===== config.mk =====
export PLATFORM = sky130hd
export DESIGN_NAME = mux4_share_arbiter
export DESIGN_NICKNAME = d
export VERILOG_FILES = /design/src/rtl/mux_arb_pkg.sv /design/src/rtl/rr_pick4.sv /design/src/rtl/mux4_share_arbiter.sv
export SDC_FILE = /design/constraint.sdc
export NUM_CORES = 1
export LEC_CHECK = 0
export BUFFER_PORTS_ARGS = -buffer_cell sky130_fd_sc_hd__buf_2
export CELL_PAD_IN_SITES_DETAIL_PLACEMENT = 0
export CELL_PAD_IN_SITES_GLOBAL_PLACEMENT = 1
export CORE_MARGIN = 3
export CORE_UTILIZATION = 41
export CTS_CLUSTER_DIAMETER = 40
export CTS_CLUSTER_SIZE = 10
export DETAILED_ROUTE_END_ITERATION = 8
export PLACE_DENSITY_LB_ADDON = 0.1
export SLEW_MARGIN = 40
export SYNTH_ARGS = -nofsm -noshare
export SYNTH_HDL_FRONTEND = slang
export SYNTH_SLANG_ARGS = --single-unit

===== constraint.sdc =====
create_clock -name clk -period 3 [get_ports clk]
set_input_delay 0.9 -clock clk [delete_from_list [all_inputs] [get_ports clk]]
set_output_delay 0.9 -clock clk [all_outputs]
set_load 0.02 [all_outputs]

===== src/rtl/mux_arb_pkg.sv =====
// Shared types and helpers for the 4-way mux-sharing arbiter.
// Holds the FSM state encoding, requester count and select width.
package mux_arb_pkg;

    typedef enum logic [1:0] {
        IDLE = 2'd0,
        OWN  = 2'd1,
        GAP  = 2'd2
    } arb_state_t;

    localparam int NUM_REQ = 4;
    localparam int SEL_W   = 2;

    function automatic logic [NUM_REQ-1:0] onehot2(input logic [SEL_W-1:0] idx);
        return {{(NUM_REQ-1){1'b0}}, 1'b1} << idx;
    endfunction

endpackage


===== src/rtl/rr_pick4.sv =====
// Combinational rotate-priority picker: the first set req bit after 'last' wins.
// Zero latency; 'any' flags that at least one request is present.
module rr_pick4
    import mux_arb_pkg::*;
(
    input  logic [NUM_REQ-1:0] req,
    input  logic [SEL_W-1:0]   last,
    output logic               any,
    output logic [SEL_W-1:0]   pick
);

    logic [SEL_W-1:0] w_idx;

    // Scan from furthest to nearest so the nearest set bit after 'last' is the final assignment.
    always_comb begin
        pick  = '0;
        w_idx = '0;
        for (int k = NUM_REQ; k >= 1; k--) begin
            w_idx = last + SEL_W'(k);
            if (req[w_idx]) begin
                pick = w_idx;
            end
        end
    end

    assign any = |req;

endmodule


===== src/rtl/mux4_share_arbiter.sv =====
// Round-robin owner of an external 4:1 single-bit mux with bounded hold and a break-before-make gap.
// Grant 1 cycle after req; sample 1 cycle after grant; sel moves only on the IDLE->OWN edge.
module mux4_share_arbiter
    import mux_arb_pkg::*;
#(
    parameter int MAX_HOLD = 8,
    parameter int CNT_W    = 8
) (
    input  logic       clk,
    input  logic       rst_n,
    input  logic [3:0] req,
    input  logic [3:0] d,
    input  logic       mux_q,
    output logic [1:0] sel,
    output logic [3:0] grant,
    output logic       q_out,
    output logic       q_valid,
    output logic [1:0] q_src,
    output logic       busy
);

    arb_state_t       r_state,    w_nxt_state;
    logic [3:0]       r_grant,    w_nxt_grant;
    logic [1:0]       r_sel,      w_nxt_sel;
    logic [1:0]       r_last,     w_nxt_last;
    logic [1:0]       r_q_src,    w_nxt_q_src;
    logic             r_q_out,    w_nxt_q_out;
    logic             r_q_valid,  w_nxt_q_valid;
    logic             r_busy,     w_nxt_busy;
    logic [CNT_W-1:0] r_hold_cnt, w_nxt_hold_cnt;

    logic       w_any;
    logic [1:0] w_pick;
    logic       w_others;
    logic       w_hold_end;
    logic       w_d_unused;

    // The data bits reach us only through the external mux (mux_q).
    assign w_d_unused = ^d;

    rr_pick4 u_pick (
        .req  (req),
        .last (r_last),
        .any  (w_any),
        .pick (w_pick)
    );

    // During OWN, sel is the owner index.
    assign w_others   = |(req & ~onehot2(r_sel));
    assign w_hold_end = (r_hold_cnt == CNT_W'(MAX_HOLD - 1));

    always_ff @(posedge clk or negedge rst_n) begin
        if (!rst_n) begin
            r_state    <= IDLE;
            r_grant    <= '0;
            r_sel      <= '0;
            r_last     <= 2'd3;
            r_q_src    <= '0;
            r_q_out    <= 1'b0;
            r_q_valid  <= 1'b0;
            r_busy     <= 1'b0;
            r_hold_cnt <= '0;
        end else begin
            r_state    <= w_nxt_state;
            r_grant    <= w_nxt_grant;
            r_sel      <= w_nxt_sel;
            r_last     <= w_nxt_last;
            r_q_src    <= w_nxt_q_src;
            r_q_out    <= w_nxt_q_out;
            r_q_valid  <= w_nxt_q_valid;
            r_busy     <= w_nxt_busy;
            r_hold_cnt <= w_nxt_hold_cnt;
        end
    end

    always_comb begin
        w_nxt_state    = r_state;
        w_nxt_grant    = r_grant;
        w_nxt_sel      = r_sel;
        w_nxt_last     = r_last;
        w_nxt_q_src    = r_q_src;
        w_nxt_q_out    = r_q_out;
        w_nxt_q_valid  = r_q_valid;
        w_nxt_hold_cnt = r_hold_cnt;
        case (r_state)
            IDLE: begin
                w_nxt_q_valid = 1'b0;
                if (w_any) begin
                    w_nxt_state    = OWN;
                    w_nxt_grant    = onehot2(w_pick);
                    w_nxt_sel      = w_pick;
                    w_nxt_hold_cnt = '0;
                end
            end
            OWN: begin
                w_nxt_q_out   = mux_q;
                w_nxt_q_valid = 1'b1;
                w_nxt_q_src   = r_sel;
                if (!req[r_sel] || (w_hold_end && w_others)) begin
                    w_nxt_state = GAP;
                    w_nxt_grant = '0;
                    w_nxt_last  = r_sel;
                end else if (w_hold_end) begin
                    w_nxt_hold_cnt = '0;
                end else begin
                    w_nxt_hold_cnt = r_hold_cnt + CNT_W'(1);
                end
            end
            GAP: begin
                w_nxt_state   = IDLE;
                w_nxt_grant   = '0;
                w_nxt_q_valid = 1'b0;
            end
            default: begin
                w_nxt_state   = IDLE;
                w_nxt_grant   = '0;
                w_nxt_q_valid = 1'b0;
            end
        endcase
        w_nxt_busy = (w_nxt_state != IDLE);
    end

    assign sel     = r_sel;
    assign grant   = r_grant;
    assign q_out   = r_q_out;
    assign q_valid = r_q_valid;
    assign q_src   = r_q_src;
    assign busy    = r_busy;

endmodule

Word level (Yosys, flattened, before mapping)

Index checks and enable logic that the tools add are counted.

Add/sub/neg operators: 4
Order comparisons: 5
Equal/unequal tests: 5
Shift-type cells: 2
Mux-type cells: 25
Bitwise logic cells: 2
Reductions and logical operators: 12

Operators with widths:

| operator                                                                 | count |
|---|---|
| 8-bit 2-to-1 mux                                                         | 3 |
| 8-bit one-hot mux with 2 select lines                                    | 1 |
| 2-bit by 3-bit < comparator with 1-bit output (second input constant)    | 5 |
| 2-bit 2-to-1 mux                                                         | 6 |
| 1-bit binary-select mux with 2-bit select                                | 5 |
| 8-bit by 1-bit adder with 8-bit output (second input constant)           | 1 |
| 8-bit by 3-bit equality test with 1-bit output (second input constant)   | 1 |
| 4-bit 2-to-1 mux                                                         | 2 |
| 4-bit one-hot mux with 2 select lines                                    | 1 |
| 4-bit OR reduction                                                       | 2 |
| 1-bit by 2-bit << shifter with 4-bit output (first input constant)       | 2 |
| 1-bit 2-to-1 mux                                                         | 6 |
| 2-bit AND reduction                                                      | 3 |
| 2-bit adder (second input constant)                                      | 2 |
| 4-bit AND                                                                | 1 |
| 2-bit inequality test (second input constant)                            | 2 |
| 4-bit NOT                                                                | 1 |
| 2-bit one-hot mux with 2 select lines                                    | 1 |
| 2-bit nonzero test                                                       | 2 |
| 3-bit AND reduction                                                      | 1 |
| 2-bit by 1-bit adder with 2-bit output (second input constant)           | 1 |
| 2-bit by 1-bit equality test with 1-bit output (second input constant)   | 1 |
| 2-bit zero test                                                          | 1 |
| 2-bit by 1-bit inequality test with 1-bit output (second input constant) | 1 |
| 3 further kinds                                                          | 3 |

Bits in registers: 23
Input bits: 11
Output and inout port bits: 11
Logic and storage cells: 64

Longest topological paths before layout

Depth in word-level cells: 9
Mapped depth: 6
Depth with buffers taken out: 6

Modules after synthesis

From an unflattened synthesis, not the netlist that was laid out.

Cell total of the unflattened synthesis: 130
Area, all modules: 1253.7 sq um

By module, submodules not included:

| module             | times used | cells an instance | area an instance (sq um) | seq. area each (sq um) |
|---|---|---|---|---|
| mux4_share_arbiter | 1          | 116               | 1162.4                   | 578.1 |
| rr_pick4           | 1          | 14                | 91.3                     | 0.0 |

Least setup slack after synthesis

OpenSTA, ideal clock, no wires.

Path type: input port to flip-flop
From: input port req[2]
To: register r_hold_cnt[7]
Library setup time: 126 ps
Arrival: 2365 ps
Required time: 2874 ps
Path slack: 509 ps
Stages on the path: 5
Buffers on the path: 0
Path through: or2_2 -> o32ai_1 -> o311ai_4 -> and2_1 -> a221o_1

Cells in the longest elaborated chain, start to end: 6

RTL lines:

| item                                                                                | line                                               | source |
|---|---|---|
| start: declaration                                                                  | mux4_share_arbiter.sv:11                           | `input logic [3:0] req,` |
| 1-bit binary-select mux with 2-bit select / 4-bit AND (equally long branches)       | mux4_share_arbiter.sv:99, mux4_share_arbiter.sv:49 |  |
| 1-bit 2-to-1 mux (not written as such) / 4-bit OR reduction (equally long branches) | mux4_share_arbiter.sv:99, mux4_share_arbiter.sv:49 |  |
| 1-bit zero test / 1-bit logical AND (equally long branches)                         | mux4_share_arbiter.sv:99                           | `if (!req[r_sel] \|\| (w_hold_end && w_others)) begin` |
| 1-bit logical OR                                                                    | mux4_share_arbiter.sv:99                           |  |
| 2-bit inequality test (no source line)                                              | --                                                 |  |
| 3-bit AND reduction (no source line) *                                              | --                                                 |  |
| end signal: assignment                                                              | mux4_share_arbiter.sv:72                           | `r_hold_cnt <= w_nxt_hold_cnt;` |
| end: declaration                                                                    | mux4_share_arbiter.sv:30                           | `logic [CNT_W-1:0] r_hold_cnt, w_nxt_hold_cnt;` |

Every way passes the cells marked *; elsewhere a longest branch is shown, timed or not. The select of a mux whose other input is x is not followed.
A chain may end at the register's enable or synchronous reset.

Worst setup path in the final report

Same ends and word-level chain as after synthesis.

==> impl_results.md <==
- Yosys warns: 0
- Global-route wire length before repair: 3980 um
- Commonest cells in the synthesized netlist: dfrtp_1 (21), nand2_1 (12), nand3_1 (10)
- Slew Limit Fails: 0
- Row cnt: 18
- Reg-to-Reg End: grant[2]
- Placed insts: 154
- Root Buffer: clkbuf_4
- Setup Buffers After CTS: 0
- Part of the cycle the worst path needs: 81.4%
- Initial Util: 44.5%
- Syn nets: 118
- Worst r2r src: r_hold_cnt[3]
- Count leader, synth: dfrtp_1
- Clk slew on worst S/H paths: 0.13 ns
- Non-Filler Instances: 158
- Leakage power: 0.628 nW
- Filler cells: 254
- Drt via density: 5.42
- Skew final: 0.00395 ns
- Antenna Cells: 0
- Cell area power density: 968 nW/um^2
- Die height: 58.8 um
- Mean area per synthesized cell: 10.8 sq um
- Final Net Count: 141
- Die X-Extent: 58.8 um
- Fin Setup TNS: 0 ns
- Reg-to-reg slack, setup: 0.67 ns
- Largest area contributor in the netlist: dfrtp_1
- Worst-Margin Slew: 0.635 ns
- Crit-path max cell delay: 0.48 ns
- Die area: 3460 sq um
- Post-route setup slack: 0.559 ns
- Buffers added on ports: 17
- Core region area: 2570 sq um
- Max Fclk: 410 MHz
- DR vias: 857
- GRT Total Usage: 15.1%
- # H-tree levels: 1
- Synth Cell Area: 1140 sq um
- Post-CTS Hold Buffers: 0
- Post-detailed-route count of antenna-violating nets: 0
- Unrepaired setup endpoints after global routing: no
- Synth async-reset ratio: 100%
- Crit path DAT: 2.65 ns
- Critical path, cell by cell: buf_2 -> or2_2 -> o32ai_1 -> o311ai_4 -> and2_1 -> a221o_1
- Total power: 1.26 mW
- Sequential area share after synthesis: 50.6%
- Final instance area: 1310 sq um
- Max-slew headroom: 57.6%
- Final setup violation count: 0
- Seq. cell area: 578 sq um
- Max_cap viols: 0
- Detail Placement HPWL: 1620 um
- Crit. Startpoint: req[2]
- Yosys top cell area share: 46.0%
- Setup Crit Path Kind: in2reg
- Fraction of layout cells with a size suffix above 1: 30.5%
- Worst setup EP type: flip-flop
- Clk sinks: 23
- GR Overflow Total: 0
- Hold Violations, Final: 0
- Detailed router's first-iteration violation count: 27
- Critical Path Sink: r_hold_cnt[7]
- Tightest Hold Check Type: reg2reg
- Crit-path slowest cell: o32ai_1
- Area post-placement: 1280 sq um
- Area of the multi-input gates: 534 sq um
- Largest net degree at the start of global routing: 24
- Worst skew pair latency: 0.31 ns
- Vias in the first global route: 841
- Worst reg2reg path depth: 5
- Pre-antenna DRT Iters: 4
- Critical Path Fanout Max: 7
- Drt wl/cell: 13.9 um
- Element type at the critical path start: primary input
- Status: finished, final reports clean
- Top post-synthesis cells by area: dfrtp_1 (46%), mux2_2 (6.9%), dfstp_2 (4.6%)
- Post-synth cell types: 34
- Top_reg_cell synth: dfrtp_1
- Post-Place Setup Slack: 0.227 ns
- Critical path buffers and inverters: 1
- Number of synthesized flops with an enable pin: 0
- DRC: 0
- Max VDD drop: 0.000560 V
- Final wirelength: 2200 um
- WP data required: 3.21 ns
- Crit-path leading delay family: compound AO/OA/AOI/OAI gates
- Post-Synthesis Cells: 106
- Post-cts resize count: 0
- I/O pin count: 22
- Initial antenna violation count: 0
- Synthesis-stage register bit count: 23
- Critical path depth: 6
- CTS tree: built
- Cts bufs inserted: 3
- CTS max path bufs: 2
- Layout area overhead: 14.3%
- Tmin final: 2.44 ns
- GP Congestion: 0.728
==> sequential cells by signal, summed over array words and instances (netlist names) <==
| register | flops |
|---|---|
| q_src | 2 |
| sel | 2 |
| r_state | 2 |
| q_valid | 1 |
| r_last | 2 |
| r_hold_cnt | 8 |
| grant | 4 |
| busy | 1 |
| q_out | 1 |
==> metal layers <==
layer  up-vias  global-route usage (%)  part of all wire [%]
li1        430                       -                     -
met1       405                    21.4                    50
met2        20                    22.9                    44
met3         2                    2.85                   5.4
met4         0                    5.83                  0.68
met5         -                       0                     0
==> through the flow <==
stage / utilization [%] / hold slack [ns]
after floorplan: - / 0.473
final: 50.9 / 0.504
after CTS: 50.9 / 0.512
after detailed placement: 49.9 / 0.478
after global placement: 49.9 / 0.465
after global routing: 50.9 / 0.540
==> worst reg2reg max path: stages (launching register included) <==
cell,delay (ns)
dfrtp_1,0.45
or4_1,0.56
or3_4,0.38
o311ai_4,0.42
o31ai_2,0.18
a22o_1,0.25
==> report_power, final <==
part	total (mW)	internal [mW]	switching [mW]
clock	0.147	0.0519	0.0949
sequential	0.523	0.432	0.0915
combinational	0.594	0.256	0.339
total	1.26	0.740	0.525
==> worst min-delay path by stage <==
| stage | cells after the start | startpoint | to |
|---|---|---|---|
| 5_1_grt | 1 | grant[1] | grant[1] |
| 3_3_place_gp | 1 | grant[1] | grant[1] |
| 3_5_place_dp | 1 | grant[1] | grant[1] |
| 4_1_cts | 1 | grant[1] | grant[1] |
| 2_1_floorplan | 1 | r_hold_cnt[6] | r_hold_cnt[6] |
| 6_report | 1 | grant[1] | grant[1] |
==> cells in the final DEF, fill, tap and decap left out, drive strengths merged, types with 2 or more instances in the layout <==
cell type | synthesis | routed
buf | 0 | 20
nand2 | 12 | 12
dfstp | 2 | 2
clkbuf | 2 | 4
or2 | 2 | 2
a22o | 2 | 2
mux2 | 7 | 7
o21ai | 5 | 5
and3 | 2 | 2
or4 | 2 | 2
nand2b | 2 | 2
mux2i | 2 | 2
nor2 | 5 | 5
inv | 6 | 6
o2bb2ai | 2 | 2
nor2b | 2 | 2
dfrtp | 21 | 21
a21oi | 2 | 2
o31ai | 4 | 4
nand3 | 10 | 10
==> cells by family (layout without fill, tap and decap cells) <==
kind of cell	Yosys count	in the layout	share of synthesized area (%)
buffers and inverters	8	30	2.63
muxes	10	10	10.6
AOI/OAI and AO/OA	21	21	15.2
adders and majority gates	1	1	1.10
DFF	23	23	50.6
and+or+nand+nor	43	43	19.8
==> cell type report <==
type / instances / share of cell area, %
Clock buffer: 4 / 2.01
Inverter: 6 / 1.72
Multi-Input combinational cell: 75 / 40.9
Sequential cell: 23 / 44.3
Tap cell: 30 / 2.87
Timing Repair Buffer: 20 / 8.24
(Power assumes the default switching activity.)
